--- config.mk ---
export PLATFORM = sky130hd
export DESIGN_NAME = uart_tx_serializer
export DESIGN_NICKNAME = d
export VERILOG_FILES = /design/src/rtl/uart_pkg.sv /design/src/rtl/uart_sync_fifo.sv /design/src/rtl/uart_tx_serializer.sv
export SDC_FILE = /design/constraint.sdc
export NUM_CORES = 1
export LEC_CHECK = 0
export CORE_MARGIN = 4
export CORE_UTILIZATION = 40
export DETAILED_ROUTE_END_ITERATION = 10
export PLACE_DENSITY = 0.64
export SYNTH_ARGS = -nofsm -noshare
export SYNTH_HDL_FRONTEND = slang
export SYNTH_HIERARCHICAL = 1
export SYNTH_SLANG_ARGS = --single-unit
--- constraint.sdc ---
create_clock -name clk -period 2.7 [get_ports clk]
set_input_delay 0.27 -clock clk [delete_from_list [all_inputs] [get_ports clk]]
set_output_delay 0.27 -clock clk [all_outputs]
set_load 0.05 [all_outputs]
--- src/rtl/uart_pkg.sv ---
// Shared frame constants, transmit FSM states and the parity helper for the UART path.
package uart_pkg;

    localparam int FRAME_BITS = 11;
    localparam int DATA_BITS  = 8;

    typedef enum logic [2:0] {
        IDLE,
        START,
        DATA,
        PARITY,
        STOP
    } tx_state_e;

    function automatic logic calc_parity(input logic [DATA_BITS-1:0] data, input logic odd);
        return (^data) ^ odd;
    endfunction

endpackage

--- src/rtl/uart_sync_fifo.sv ---
// Single-clock FIFO with registered full/empty flags and a sticky overflow on refused writes.
module uart_sync_fifo #(
    parameter int WIDTH = 8,
    parameter int DEPTH = 16
) (
    input  logic             clk,
    input  logic             rst,
    input  logic             push,
    input  logic             pop,
    input  logic [WIDTH-1:0] wdata,
    output logic [WIDTH-1:0] rdata,
    output logic             full,
    output logic             empty,
    output logic             overflow
);

    localparam int AW = $clog2(DEPTH);

    logic [WIDTH-1:0] mem [DEPTH];
    logic [AW-1:0]    wr_ptr;
    logic [AW-1:0]    rd_ptr;
    logic [AW:0]      count;
    logic [AW:0]      count_next;
    logic             push_ok;
    logic             pop_ok;

    // Gating uses the registered flags, so a pop in the same cycle never frees room for a push.
    assign push_ok = push & ~full;
    assign pop_ok  = pop & ~empty;
    assign rdata   = mem[rd_ptr];

    always_comb begin
        count_next = count;
        case ({push_ok, pop_ok})
            2'b10:   count_next = count + (AW+1)'(1);
            2'b01:   count_next = count - (AW+1)'(1);
            default: count_next = count;
        endcase
    end

    always_ff @(posedge clk) begin
        if (push_ok)
            mem[wr_ptr] <= wdata;
    end

    always_ff @(posedge clk) begin
        if (rst) begin
            wr_ptr   <= '0;
            rd_ptr   <= '0;
            count    <= '0;
            full     <= 1'b0;
            empty    <= 1'b1;
            overflow <= 1'b0;
        end else begin
            if (push_ok) wr_ptr <= wr_ptr + AW'(1);
            if (pop_ok)  rd_ptr <= rd_ptr + AW'(1);
            count <= count_next;
            full  <= (count_next == (AW+1)'(DEPTH));
            empty <= (count_next == '0);
            if (push && full) overflow <= 1'b1;
        end
    end

endmodule

--- src/rtl/uart_tx_serializer.sv ---
// UART transmitter: FIFO-buffered bytes framed as start, 8 data LSB-first, parity, stop.
import uart_pkg::*;

module uart_tx_serializer #(
    parameter int CLK_DIV    = 16,
    parameter int FIFO_DEPTH = 16,
    parameter int PARITY_ODD = 0
) (
    input  logic       clk,
    input  logic       rst,
    input  logic       wr_en,
    input  logic [7:0] data_in,
    output logic       tx_full,
    output logic       tx_empty,
    output logic       tx_busy,
    output logic       overflow,
    output logic       tx
);

    localparam int DIV_W = (CLK_DIV > 1) ? $clog2(CLK_DIV) : 1;

    tx_state_e              state;
    logic [DIV_W-1:0]       div_cnt;
    logic [2:0]             bit_idx;
    logic [DATA_BITS-1:0]   shift;
    logic                   par;
    logic [DATA_BITS-1:0]   head;
    logic                   bit_end;
    logic                   pop;

    uart_sync_fifo #(
        .WIDTH (DATA_BITS),
        .DEPTH (FIFO_DEPTH)
    ) u_fifo (
        .clk      (clk),
        .rst      (rst),
        .push     (wr_en),
        .pop      (pop),
        .wdata    (data_in),
        .rdata    (head),
        .full     (tx_full),
        .empty    (tx_empty),
        .overflow (overflow)
    );

    assign bit_end = (div_cnt == DIV_W'(CLK_DIV - 1));
    // Pop from IDLE, or at the end of STOP to chain the next frame with no idle bit.
    assign pop     = ~tx_empty & ((state == IDLE) | ((state == STOP) & bit_end));

    always_ff @(posedge clk) begin
        if (rst) begin
            state   <= IDLE;
            div_cnt <= '0;
            bit_idx <= '0;
            shift   <= '0;
            par     <= 1'b0;
            tx      <= 1'b1;
            tx_busy <= 1'b0;
        end else begin
            // tx follows the current state, so it only moves on bit boundaries.
            case (state)
                START:   tx <= 1'b0;
                DATA:    tx <= shift[0];
                PARITY:  tx <= par;
                default: tx <= 1'b1;
            endcase

            if (state == IDLE || bit_end) div_cnt <= '0;
            else                          div_cnt <= div_cnt + DIV_W'(1);

            case (state)
                IDLE: begin
                    if (pop) begin
                        shift   <= head;
                        par     <= calc_parity(head, 1'(PARITY_ODD));
                        state   <= START;
                        tx_busy <= 1'b1;
                    end
                end
                START: begin
                    if (bit_end) begin
                        state   <= DATA;
                        bit_idx <= '0;
                    end
                end
                DATA: begin
                    if (bit_end) begin
                        shift   <= shift >> 1;
                        bit_idx <= bit_idx + 3'd1;
                        if (bit_idx == 3'(DATA_BITS - 1)) state <= PARITY;
                    end
                end
                PARITY: begin
                    if (bit_end) state <= STOP;
                end
                STOP: begin
                    if (bit_end) begin
                        if (pop) begin
                            shift <= head;
                            par   <= calc_parity(head, 1'(PARITY_ODD));
                            state <= START;
                        end else begin
                            state   <= IDLE;
                            tx_busy <= 1'b0;
                        end
                    end
                end
                default: state <= IDLE;
            endcase
        end
    end

endmodule

After elaboration in Yosys (flattened, before gate mapping)
Memories as Yosys holds them, arrays and structs flattened. A register that Yosys moved wholly into a read port is not among the register bits.
Index checks and enable logic that the tools add are counted.
{ "classes": {"n_reduce_logical": 14, "bitwise_logic": 7, "n_addsub": 6, "n_mux": 28, "n_eq_ne": 16} }
{ "op_table": {"columns": ["cell", "count"], "rows": [
  ["$mux W3", 8],
  ["$mux W8", 3],
  ["$pmux W8 S3", 1],
  ["$pmux W3 S5", 1],
  ["$add A4 B1 Y4 const B", 3],
  ["$ne A2 B2 Y1 const B", 6],
  ["$pmux W5 S2", 1],
  ["$mux W1", 8],
  ["$mux W4", 2],
  ["$reduce_xor A8 Y1", 1],
  ["$eq A3 B2 Y1 const B", 2],
  ["$eq A3 B3 Y1 const B", 2],
  ["$pmux W3 S2", 1],
  ["$reduce_and A3 Y1", 2],
  ["$reduce_and A6 Y1", 1],
  ["$add A5 B1 Y5 const B", 1],
  ["$eq A5 B5 Y1 const B", 1],
  ["$logic_not A5 Y1", 1],
  ["$sub A5 B1 Y5 const B", 1],
  ["$and A1 B1 Y1", 4],
  ["$eq A4 B4 Y1 const B", 1],
  ["$pmux W1 S2", 2],
  ["$reduce_and A4 Y1", 1],
  ["$reduce_bool A2 Y1", 2],
  ["14 further kinds", 15]
]} }
{ "word_totals": {"ram_bits": 128, "n_memories": 1, "out_inout_bits": 5, "reg_bits": 37} }
{ "mem_list": {"columns": ["name", "depth", "width", "rd", "rd_ports_with_merged_regs", "wr", "line_no", "text"], "rows": [
  ["u_fifo.mem", 16, 8, 1, 1, 1, "uart_sync_fifo.sv:19", "logic [WIDTH-1:0] mem [DEPTH];"]
]} }

Depth between registers and ports, before layout
Gate-level depths: netlist (run 1).
{ "logic_depth": {"ltp_word": 8, "mapped_depth": 14} }

Hierarchy
The synthesis (run 1) kept the hierarchy.
{ "by_module_without_submodules": {"columns": ["module", "cells_per_inst", "area_each_um2", "seq_area_each_um2", "instances"], "rows": [
  ["uart_sync_fifo", 306, 5858.1, 4244.1, 1],
  ["uart_tx_serializer", 118, 1124.8, 420.4, 1]
]} }

Least setup slack after synthesis (run 1)
No wires, ideal clock.
{ "synth_path": {"kind": "flip-flop to flip-flop", "from": "register div_cnt[0]", "to": "register u_fifo.empty", "period_less_slack_ns": 2.731, "slack_ns": -0.031, "path_stages_with_launch": 14, "arrival_time_ns": 2.615, "cell_sequence": "dfxtp_1 -> ha_1 -> and3_4 -> buf_4 -> o21a_1 -> nand2b_1 -> inv_2 -> nand2_1 -> xnor2_1 -> ha_1 -> or4_4 -> a31oi_4 -> xnor2_1 -> a31o_2"} }
{ "synth_between": {"elab_chain_len": 8, "word_cells_on_any_way": 9} }
{ "synth_lines": {"columns": ["element", "line_no", "text"], "rows": [
  ["from (decl)", "uart_tx_serializer.sv:23", "logic [DIV_W-1:0] div_cnt;"],
  ["from (signal assigned)", "uart_tx_serializer.sv:69", "else div_cnt <= div_cnt + DIV_W'(1);"],
  ["$eq A4 B4 Y1 (*)", "uart_tx_serializer.sv:46", "assign bit_end = (div_cnt == DIV_W'(CLK_DIV - 1));"],
  ["$and A1 B1 Y1 (*)", "uart_tx_serializer.sv:48", "assign pop = ~tx_empty & ((state == IDLE) | ((state == STOP) & bit_end));"],
  ["$or A1 B1 Y1 (*)", "uart_tx_serializer.sv:48", null],
  ["$and A1 B1 Y1 (*)", "uart_tx_serializer.sv:48", null],
  ["net pop", "uart_tx_serializer.sv:29", "logic pop;"],
  ["$and A1 B1 Y1 (*)", "uart_sync_fifo.sv:29", "assign pop_ok = pop & ~empty;"],
  ["$eq A2 B1 Y1 / $eq A2 B2 Y1 (equally long branches)", "uart_sync_fifo.sv:34", "case ({push_ok, pop_ok})"],
  ["$pmux W5 S2 (*)", "uart_sync_fifo.sv:34", null],
  ["$logic_not A5 Y1 (*)", "uart_sync_fifo.sv:59", "empty <= (count_next == '0);"],
  ["to (signal assigned)", "uart_sync_fifo.sv:59", null],
  ["to (decl)", "uart_sync_fifo.sv:13", "output logic empty,"]
]} }
Mark *: on every way through the listed nets, which the timed path passes. The rest lies on a longest branch.
A chain may end at the register's enable or synchronous reset.

Final worst setup path (run 1)
{ "layout_path": {"from": "register div_cnt[1]", "to": "register u_fifo.full"} }
{ "layout_between": {"elab_chain_len": 8, "word_cells_on_any_way": 9} }
{ "layout_lines": {"columns": ["element", "line_no", "text"], "rows": [
  ["$eq A4 B4 Y1 (*)", "uart_tx_serializer.sv:46", null],
  ["$and A1 B1 Y1 (*)", "uart_tx_serializer.sv:48", null],
  ["$or A1 B1 Y1 (*)", "uart_tx_serializer.sv:48", null],
  ["$and A1 B1 Y1 (*)", "uart_tx_serializer.sv:48", null],
  ["net pop", "uart_tx_serializer.sv:29", null],
  ["$and A1 B1 Y1 (*)", "uart_sync_fifo.sv:29", null],
  ["$eq A2 B1 Y1 / $eq A2 B2 Y1 (equally long branches)", "uart_sync_fifo.sv:34", null],
  ["$pmux W5 S2 (*)", "uart_sync_fifo.sv:34", null],
  ["$eq A5 B5 Y1 (*)", "uart_sync_fifo.sv:58", "full <= (count_next == (AW+1)'(DEPTH));"],
  ["to (signal assigned)", "uart_sync_fifo.sv:58", null],
  ["to (decl)", "uart_sync_fifo.sv:12", "output logic full,"]
]} }
Marked as above.

==> qor.txt, run 1 <==
Logic pwr share: 0.197
Total chip power: 6.531 mW
Critical path class: reg2reg
Ys async rst share: 0
Reg area: 4672 sq um
Final Hold Viols: 0
Drt wl/cell: 17.68 um
Worst slew pin tran: 645.6 ps
N_diodes: 0
Post-CTS Hold Buffers: 0
Layout Nets: 492
R2R Setup Slk: 50 ps
Post-Syn Nets: 445
Drt via density: 5.173
Starting Density: 0.4065
Wire length on met2: 6099 um
CTS Buf Count: 17
Root buf cell: clkbuf_16
Final ANT Viol Nets: 0
Sequential Power Share: 0.464
Hold WC Path Type: reg2reg
Post-synthesis sequential area ratio: 0.6680
EDFF count, synth: 128
Reg2Reg Depth: 12
Reg-to-Reg End: u_fifo/full
Final cell count without fillers: 709
Setup crit end: u_fifo/full
Core area: 17180 sq um
Final setup TNS: 0 ps
Cell Int Power: 4.791 mW
Detailed-route DRC error count: 0
Pwr/cell area: 794.6 nW/um^2
Crit path launch: div_cnt[1]
Cell row count: 48
Yosys reg bits: 169
Worst skew pair latency: 420 ps
Worst vdd ir: 0.5311 mV
Area of the multi-input gates: 2237 sq um
Unique masters post-synth: 51
Met3 wire len: 417 um
Area Growth Syn to Fin: 17.70%
First-pass GRT wire length: 20170 um
TritonCTS clock tree: yes
Largest net degree at the start of global routing: 33
Final worst path period need: 2650 ps
# port buffers: 15
Setup crit end kind: register
Critical Path Fanout Max: 3
Die H: 140.1 um
Clock H-tree levels: 4
Pleak: 2.696 nW
Prevailing post-synth register cell: edfxtp_1
Initial antenna violation count: 0
Vias in the first global route: 3757
Outcome: completed
First-pass DRT Iterations: 5
Layout cells sized above 1: 0.2831
Vias: 3668
Period utilisation layout: 0.9814
Critical R2R Launch: div_cnt[1]
Chip width: 140.1 um
Routed WL: 12540 um
Worst setup SP type: register
Cell area after synthesis: 6983 sq um
Detailed router's first-iteration violation count: 262
Yosys top cell area share: 0.5504
Max Freq: 0.3774 GHz
Endpoints failing setup: 0
Post-Place Cells: 671
Most numerous cell in the Yosys netlist: edfxtp_1
Most frequent cells after synthesis: 128 x edfxtp_1, 50 x nor2_1, 41 x dfxtp_1, 40 x mux4_2, 14 x nand2_1
Number of max-cap violations: 0
Max-slew headroom: 0.5682
Metal1 wirelength: 5903 um
Top layer reached by signal wires: met4
WP data arrival: 2980 ps
Top post-synthesis cells by area: edfxtp_1 55%, mux4_2 13%, dfxtp_1 12%, nor2_1 2.7%, ha_1 1.8%
Yosys top cell by area: edfxtp_1
Fillers: 1481
Sinks on Clock Net: 169
CTS clk-pin slew, worst paths: 70 ps
RSZ-0062 raised after global routing: true
Post-Synthesis Cells: 424
Post-DP HPWL: 8274 um
Clk buf depth: 2
Total grt overflow: 0
Total Routing Usage GR: 0.1342
Net Sw Frac: 0.2663
I/O Pins: 16
Mean Syn Cell Area: 16.47 sq um
RD Place Congestion: 0.8423
Critical path data required time: 3030 ps
Pins Over Slew Limit: 0
Die ar.: 19640 sq um
P_sw: 1.739 mW
Final Skew: 9.686 ps
Clk pwr share: 0.339
Synth Warn #: 6
==> kinds of logic (layout without fill, tap and decap cells) <==
kind of cell	count (synthesis)	in the layout	share of synthesized area
AO/OA/AOI/OAI	29	29	0.03118
XOR/XNOR	22	22	0.02759
adder cells (fa/ha/maj)	10	10	0.01792
buffers and inverters	31	91	0.02347
flip-flops	169	169	0.6680
multiplexers	57	57	0.1579
AND/OR/NAND/NOR	106	106	0.07400
==> per-layer routing <==
metal | up-vias | GRT usage
met2 | 57 | 0.2125
met3 | 10 | 0.03414
met5 | - | 0
met1 | 1882 | 0.1861
li1 | 1719 | -
met4 | 0 | 0.03672
==> how the worst min path moves through the flow <==
stage / startpoint / endpoint / slack (ps) / depth (start not counted)
floorplan: rst / u_fifo/full / 350 / 1
detailed placement: div_cnt[0] / div_cnt[0] / 440 / 1
global placement: div_cnt[0] / div_cnt[0] / 430 / 1
finish: div_cnt[0] / div_cnt[0] / 430 / 1
global route: div_cnt[0] / div_cnt[0] / 450 / 1
CTS: div_cnt[0] / div_cnt[0] / 420 / 1
==> state kept, by name, indices dropped and copies added (netlist names), named ones only <==
name             cells
u_fifo/full          1
tx_busy              1
u_fifo/overflow      1
u_fifo/mem         128
tx                   1
u_fifo/count         5
bit_idx              3
div_cnt              4
u_fifo/wr_ptr        4
shift                8
state                3
par                  1
u_fifo/rd_ptr        4
u_fifo/empty         1
==> worst max-delay path, cell delays in order, from the launching register on <==
cell      delay [ps]
dfxtp_2          350
ha_4             130
and3_4           180
o21a_1           150
nand2b_1         110
inv_2            110
nand2_4           80
xnor2_4          200
ha_4             230
nor3b_2          190
or3b_4           400
a22oi_2          200
nor4bb_2         230
==> repair_timing <==
| action | in CTS | in global routing |
|---|---|---|
| gates resized for setup | 4 | 9 |
| buffers inserted | 1 | 5 |
| pin swaps | 2 | 6 |
| setup endpoints to repair | 1 | 2 |
==> cell type report <==
| class | instances | share of cell area |
|---|---|---|
| clock buffer | 18 | 0.05222 |
| sequential | 169 | 0.5684 |
| timing repair buffer | 51 | 0.05419 |
| multi-input combinational | 224 | 0.2722 |
| tap | 225 | 0.03425 |
| clock inverter | 14 | 0.01477 |
| inverter | 8 | 0.003958 |
==> power by group through the flow <==
stage | logic (mW) | registers (mW) | clock network [mW]
after floorplan | 0.865 | 3.10 | 0
after global placement | 1.17 | 3.07 | 0
after detailed placement | 1.21 | 3.07 | 0
after CTS | 1.24 | 3.02 | 2.27
after global routing | 1.39 | 3.05 | 2.40
final | 1.28 | 3.03 | 2.21
==> stage by stage <==
| stage | utilization | area, sq um | hold WS (ps) | setup slack (ps) |
|---|---|---|---|---|
| floorplan | - | 7007 | 345.7 | -9.743 |
| global placement | 0.4398 | 7555 | 431.6 | 62.42 |
| detailed placement | 0.4398 | 7555 | 436.4 | -113.6 |
| CTS | 0.4733 | 8129 | 417.3 | 15.63 |
| global route | 0.4785 | 8219 | 453.6 | -41.31 |
| finish | 0.4785 | 8219 | 434.9 | 50.22 |
==> cell usage in the layout, fill, tap and decap left out, types with 9 or more instances in the layout <==
| master | Yosys | routed |
|---|---|---|
| a21oi_1 | 9 | 9 |
| mux4_2 | 40 | 40 |
| nand2_1 | 14 | 13 |
| edfxtp_1 | 128 | 128 |
| nor2_1 | 50 | 50 |
| clkbuf_16 | 0 | 17 |
| xor2_1 | 9 | 9 |
| buf_4 | 4 | 34 |
| mux2i_1 | 10 | 10 |
| dfxtp_1 | 41 | 37 |
| xnor2_1 | 13 | 11 |
| nor3_1 | 10 | 9 |
| clkdlybuf4s50_1 | 0 | 15 |
(Power assumes the default switching activity.)
==> run 2: changes to the inputs <==
--- a/config.mk
+++ b/config.mk
@@ -6,10 +6,9 @@
 export NUM_CORES = 1
 export LEC_CHECK = 0
 export CORE_MARGIN = 4
-export CORE_UTILIZATION = 40
+export CORE_UTILIZATION = 48
 export DETAILED_ROUTE_END_ITERATION = 10
-export PLACE_DENSITY = 0.64
+export PLACE_DENSITY = 0.73
 export SYNTH_ARGS = -nofsm -noshare
 export SYNTH_HDL_FRONTEND = slang
-export SYNTH_HIERARCHICAL = 1
 export SYNTH_SLANG_ARGS = --single-unit
==> run 2 against run 1 <==
Worst setup slack better by 120 ps. Final cell count fell by 6.8%. Routed wire length up 0.96%. Area after synthesis fell by 1.8%. Critical path depth grew 1. Sequential power rose by 3%. Core utilization grew 9.0 points. Non-clock buffer count decreased by 6. Register-to-register slack improved by 120 ps. Highest routed layer unchanged.
==> qor.txt, run 2 <==
Pwr/cell area: 896.5 nW/um^2 (+13%)
Total Routing Usage GR: 0.1659 (+0.03167)
Cell row count: 43 (-10%)
Vias in the first global route: 3737 (-0.53%)
Hold WS: 456.7 ps (+21.76 ps)
Clk buf depth: 2 (unchanged)
RD Place Congestion: 0.7630 (-9.4%)
Layout cells sized above 1: 0.1913 (-0.09179)
Die H: 127.5 um (-9.0%)
Post-CTS Hold Buffers: 0 (unchanged)
Worst skew pair latency: 430 ps (about the same)
Final ANT Viol Nets: 0 (unchanged)
Drt wl/cell: 19.15 um (+8.3%)
Outcome: completed
Max-slew headroom: 0.5543 (-0.01391)
Number of max-cap violations: 0 (unchanged)
Clock H-tree levels: 4 (unchanged)
XOR/XNOR share of the synthesized area: 0.02938 (+0.001786)
Reg area: 4668 sq um (about the same)
Max FFs per register: 128 (unchanged)
Post-DP HPWL: 7979 um (-3.6%)
EDFF count, synth: 128 (unchanged)
CTS clk-pin slew, worst paths: 70 ps (about the same)
Total chip power: 7.102 mW (+8.8%)
Starting Density: 0.4921 (+0.08551)
Period utilisation layout: 0.9387 (-0.04274)
Adder-cell share of the synthesized area: 0.02007 (+0.002155)
RSZ-0062 raised after global routing: true
Net Sw Frac: 0.2864 (+0.02002)
Reg with most FFs: u_fifo.mem
First-pass GRT wire length: 20070 um (-0.51%)
Yosys top cell area share: 0.5606 (+0.01014)
Detailed router's first-iteration violation count: 303 (+16%)
Clk pwr share: 0.328 (-0.011)
Worst vdd ir: 0.8696 mV (+64%)
Most common cell after layout, fill and taps aside: edfxtp_1
Cell area after synthesis: 6857 sq um (-1.8%)
Endpoints failing setup: 0 (unchanged)
Total grt overflow: 0 (unchanged)
Area of the multi-input gates: 2046 sq um (-8.6%)
Max Freq: 0.3946 GHz (+4.6%)
Worst slew pin tran: 667.1 ps (+21.51 ps)
Post-Synthesis Cells: 428 (+0.94%)
Initial antenna violation count: 0 (unchanged)
Layout Nets: 490 (-0.41%)
Cell Int Power: 5.068 mW (+5.8%)
Final Hold Viols: 0 (unchanged)
Yosys reg bits: 169 (unchanged)
Simple-Gate Fraction of Synth Area: 0.07080 (-0.003198)
Sinks on Clock Net: 169 (unchanged)
WP data arrival: 2900 ps (-80 ps)
Mux cell area share after synthesis: 0.1232 (-0.03468)
Chip width: 127.5 um (-9.0%)
# port buffers: 15 (unchanged)
Worst setup SP type: register
I/O Pins: 16 (unchanged)
Synth Warn #: 0 (-6)
Root buf cell: clkbuf_16
Detailed-route DRC error count: 0 (unchanged)
Pins Over Slew Limit: 0 (unchanged)
Core area: 13930 sq um (-19%)
TritonCTS clock tree: yes
Final Skew: 9.616 ps (-0.07013 ps)
Mean Syn Cell Area: 16.02 sq um (-2.7%)
First-pass DRT Iterations: 5 (unchanged)
Unique masters post-synth: 40 (-22%)
Hold WC Path Type: reg2reg
Post-synthesis sequential area ratio: 0.6803 (+0.01231)
Fillers: 1039 (-30%)
Most frequent cells after synthesis: 128 x edfxtp_1, 53 x nor2_1, 41 x dfxtp_1, 23 x mux4_2, 19 x nand2_1
CTS Buf Count: 17 (unchanged)
N_diodes: 0 (unchanged)
Routed WL: 12660 um (+0.96%)
Yosys top cell by area: edfxtp_1
Ys async rst share: 0 (unchanged)
Area Growth Syn to Fin: 15.55%
Critical path class: reg2reg
Critical path data required time: 3060 ps (+30 ps)
Die ar.: 16260 sq um (-17%)
Design area: 7923 sq um (-3.6%)
Commonest non-fill, non-tap cells in the layout: 128 x edfxtp_1, 52 x nor2_1, 38 x dfxtp_1
Drt via density: 5.537 (+7.0%)
Placed inst area: 7331 sq um (-3.0%)
Post-Syn Nets: 450 (+1.1%)
P_sw: 2.034 mW (+17%)
Biggest regs: u_fifo.mem (128), shift (8), u_fifo.count (5)
Largest family of logic cells by synthesized area: multiplexers
Compound-gate portion of the synthesized area: 0.04982 (+0.01864)
Top post-synthesis cells by area: edfxtp_1 56%, dfxtp_1 12%, mux4_2 7.6%, mux4_1 3.4%, nor2_1 2.9%
Logic pwr share: 0.232 (+0.035)
Setup crit end kind: register
Final worst path period need: 2534 ps (-115.4 ps)
Prevailing post-synth register cell: edfxtp_1
Largest net degree at the start of global routing: 33 (unchanged)
Sequential Power Share: 0.440 (-0.024)
Pleak: 2.635 nW (-2.2%)
Fin util: 0.5686 (+0.09004)
Critical Path Fanout Max: 4 (+1)
Vias: 3660 (-0.22%)
Most numerous cell in the Yosys netlist: edfxtp_1
[run 2: cell families after synthesis]
kind of cell    Yosys count
compound gates           48
xor+xnor                 23
fa+ha+maj                11
buf+inv                  29
flops                   169
mux                      41
simple gates            107
[run 2: power by group through the flow]
stage          Clock, mW  Sequential [mW]  Combinational [mW]
4_1_cts             2.38             3.13                1.64
3_3_place_gp           0             3.17                1.59
2_1_floorplan          0             3.19                1.22
3_5_place_dp           0             3.18                1.62
5_1_grt             2.50             3.15                1.81
6_report            2.33             3.13                1.65
[run 2: critical path, cell delays in order (launching register included)]
cell	delay [ps]
dfxtp_2	360
ha_4	150
nand3_4	80
a2111oi_4	330
ha_2	250
xor2_1	160
ha_2	230
nor4bb_1	210
a21oi_1	70
o21a_1	190
nor2_2	90
xnor2_1	150
nor2_1	80
a21oi_1	120
[run 2: final timing paths]
kind	startpoint	to	slack [ps]	cells past startpoint
worst max-delay path	div_cnt[0]	u_fifo.empty	170	13
worst min-delay path	div_cnt[0]	div_cnt[0]	460	1
worst max register to register	div_cnt[0]	u_fifo.empty	170	13
worst min register to register	div_cnt[0]	div_cnt[0]	460	1
[run 2: area by class of cell]
type / instances / share of cell area
clock buffers: 17 / 0.05370
repair buffers: 45 / 0.05054
inverters: 5 / 0.002369
well taps: 180 / 0.02843
clock inverters: 15 / 0.01753
flip-flops and latches: 169 / 0.5892
multi-input cells: 230 / 0.2582
[run 2: layer usage]
| metal | vias to the layer above | track usage | share of wire |
|---|---|---|---|
| met3 | 7 | 0.05059 | 0.054 |
| met4 | 0 | 0.05110 | 0.0089 |
| met2 | 80 | 0.2713 | 0.50 |
| met5 | - | 0 | 0 |
| met1 | 1847 | 0.2141 | 0.43 |
| li1 | 1726 | - | - |
[run 2: what timing repair did]
action,CTS,global route
resized for setup,0,2
buffers inserted,0,3
endpoints found under the setup margin,0,2
[run 2: through the flow]
step	cells	TNS [ps]	setup WS, ps
after floorplan	428	-21.17	-21.17
after global placement	626	0	161.7
after detailed placement	626	0	94.81
after CTS	658	0	158.5
after global routing	661	-74.20	-45.12
final	661	0	165.6
==> run 3: changes to the inputs <==
--- a/config.mk
+++ b/config.mk
@@ -6,9 +6,9 @@
 export NUM_CORES = 1
 export LEC_CHECK = 0
 export CORE_MARGIN = 4
-export CORE_UTILIZATION = 48
+export CORE_UTILIZATION = 44
 export DETAILED_ROUTE_END_ITERATION = 10
-export PLACE_DENSITY = 0.73
+export PLACE_DENSITY = 0.68
 export SYNTH_ARGS = -nofsm -noshare
 export SYNTH_HDL_FRONTEND = slang
 export SYNTH_SLANG_ARGS = --single-unit
==> run 3 against run 2 <==
Die area rose by 8.5%. Final cell count rose by 5.1%. Total power is 2.3% lower. Critical path depth grew 1. Register-to-register slack got worse by 60 ps. Via count grew 0.93%. Flip-flop and latch count did not move. Clock power decreased by 6%. Fmax down 2.4%. Critical path type unchanged. Highest routed layer unchanged.
==> qor.txt, run 3 (synthesis gave the netlist of run 2 again) <==
Chip width: 132.8 um (+4.2%)
Max FFs per register: 128 (unchanged)
Period utilisation layout: 0.9617 (+0.02301)
Final worst slack: 103.5 ps (-62.14 ps)
Worst slew pin tran: 728.0 ps (+60.85 ps)
Dpl ws: 108.4 ps (+13.56 ps)
Worst vdd ir: 0.6622 mV (-24%)
Hold WC Path Type: reg2reg
Post-Place Cells: 659 (+5.3%)
Fillers: 1232 (+19%)
Vias in the first global route: 3771 (+0.91%)
Clk buf depth: 2 (unchanged)
Area of the multi-input gates: 2059 sq um (+0.67%)
Routed WL: 12810 um (+1.2%)
Detailed router's first-iteration violation count: 235 (-22%)
Final Hold Viols: 0 (unchanged)
Core area: 15260 sq um (+9.5%)
CP cell instances: ha_4, nand3_4, a2111oi_4, ha_2, xor2_2, ha_2, buf_6, o31ai_2, a21oi_1, o21a_1, nor2_1, xnor2_1, nor2_1, a21oi_1
Final worst path period need: 2597 ps (+62.14 ps)
Pins Over Slew Limit: 0 (unchanged)
Max Freq: 0.3851 GHz (-2.4%)
Final setup TNS: 0 ps (unchanged)
RD Place Congestion: 0.7872 (+3.2%)
Total Routing Usage GR: 0.1524 (-0.01348)
Die H: 132.8 um (+4.2%)
Final Skew: 7.460 ps (-2.156 ps)
First-pass DRT Iterations: 4 (-1)
Critical Path Fanout Max: 3 (-1)
Number of max-cap violations: 0 (unchanged)
Final ANT Viol Nets: 0 (unchanged)
# port buffers: 15 (unchanged)
Commonest non-fill, non-tap cells in the layout: 128 x edfxtp_1, 53 x nor2_1, 38 x dfxtp_1
Drt via density: 5.315 (-4.0%)
RSZ-0062 raised after global routing: true
Reg area: 4668 sq um (unchanged)
CTS clk-pin slew, worst paths: 60 ps (about the same)
Sinks on Clock Net: 169 (unchanged)
TritonCTS clock tree: yes
Max-slew headroom: 0.5132 (-0.04117)
Starting Density: 0.4494 (-0.04269)
Critical path data required time: 3050 ps (about the same)
Layout Nets: 493 (+0.61%)
WP data arrival: 2950 ps (+50 ps)
Area Growth Syn to Fin: 16.17%
Most common cell after layout, fill and taps aside: edfxtp_1
Crit path largest cell delay: 350 ps (about the same)
Drt wl/cell: 18.43 um (-3.7%)
Vias: 3694 (+0.93%)
Total chip power: 6.940 mW (-2.3%)
CTS Buf Count: 17 (unchanged)
Setup crit end kind: register
Worst path slowest cell: dfxtp_2
Pleak: 2.618 nW (-0.65%)
Cell row count: 45 (+4.7%)
Largest net degree at the start of global routing: 33 (unchanged)
Post-CTS Hold Buffers: 0 (unchanged)
Layout cells sized above 1: 0.1942 (+0.002947)
I/O Pins: 16 (unchanged)
Worst setup SP type: register
Reg with most FFs: u_fifo.mem
Final cell count without fillers: 695 (+5.1%)
First-pass GRT wire length: 20280 um (+1.1%)
Total grt overflow: 0 (unchanged)
Endpoints failing setup: 0 (unchanged)
Worst skew pair latency: 420 ps (about the same)
Die ar.: 17640 sq um (+8.5%)
Critical path class: reg2reg
R2R Setup Slk: 100 ps (-60 ps)
Biggest regs: u_fifo.mem (128), shift (8), u_fifo.count (5)
Detailed-route DRC error count: 0 (unchanged)
Clock H-tree levels: 4 (unchanged)
Initial antenna violation count: 0 (unchanged)
N_diodes: 0 (unchanged)
Outcome: completed
Post-DP HPWL: 8033 um (+0.68%)
Root buf cell: clkbuf_16
Pwr/cell area: 871.4 nW/um^2 (-2.8%)
-- run 3: changes by cell type in the layout (fill, tap and decap cells not counted), sizes merged --
| cell | previous run | this run |
|---|---|---|
| buf | 30 | 33 |
| bufinv | 1 | 0 |
| clkbuf | 17 | 19 |
| clkinv | 6 | 5 |
| clkinvlp | 0 | 3 |
| inv | 13 | 10 |
-- run 3: critical path, delay by kind of cell (launching register included) --
kind	cells	cell delay, ps
flops	1	350
buf+inv	1	120
fa+ha+maj	3	640
xor+xnor	2	220
simple gates	3	280
compound gates	5	920
-- run 3: stage by stage --
step | area [sq um] | utilization | hold WS (ps)
after floorplan | 6889 | - | 368.9
after global placement | 7385 | 0.4840 | 425.4
after detailed placement | 7385 | 0.4840 | 434.8
after CTS | 7913 | 0.5186 | 443.2
after global routing | 7965 | 0.5220 | 459.1
final | 7965 | 0.5220 | 437.4
-- run 3: repair_timing --
item                                    CTS  global route
endpoints found under the setup margin    0             3
resized for setup                         0             4
endpoints found under the hold margin     0             0
buffers inserted                          0             4
-- run 3: path summary, 6_finish.rpt --
| check | to | cells after the start | from |
|---|---|---|---|
| max | u_fifo.empty | 14 | div_cnt[1] |
| min | div_cnt[0] | 1 | div_cnt[0] |
| max reg2reg | u_fifo.empty | 14 | div_cnt[1] |
| min reg2reg | div_cnt[0] | 1 | div_cnt[0] |
-- run 3: layout make-up --
cell class | count | area share
repair buffers | 48 | 0.05357
flip-flops and latches | 169 | 0.5861
inverters | 5 | 0.002356
well taps | 211 | 0.03314
clock inverters | 13 | 0.01194
multi-input cells | 230 | 0.2586
clock buffers | 19 | 0.05435
-- run 3: per-layer routing --
layer	vias to the layer above	GRT usage	wire, um
met2	94	0.2621	6553
li1	1728	-	-
met1	1851	0.1864	5381
met3	21	0.04068	607
met5	-	0	0
met4	0	0.05196	268
-- run 3: power by group --
part / total [mW] / internal [mW] / switching, mW
Combinational: 1.63 / 0.787 / 0.847
Sequential: 3.12 / 2.98 / 0.145
Clock: 2.18 / 1.18 / 1.00
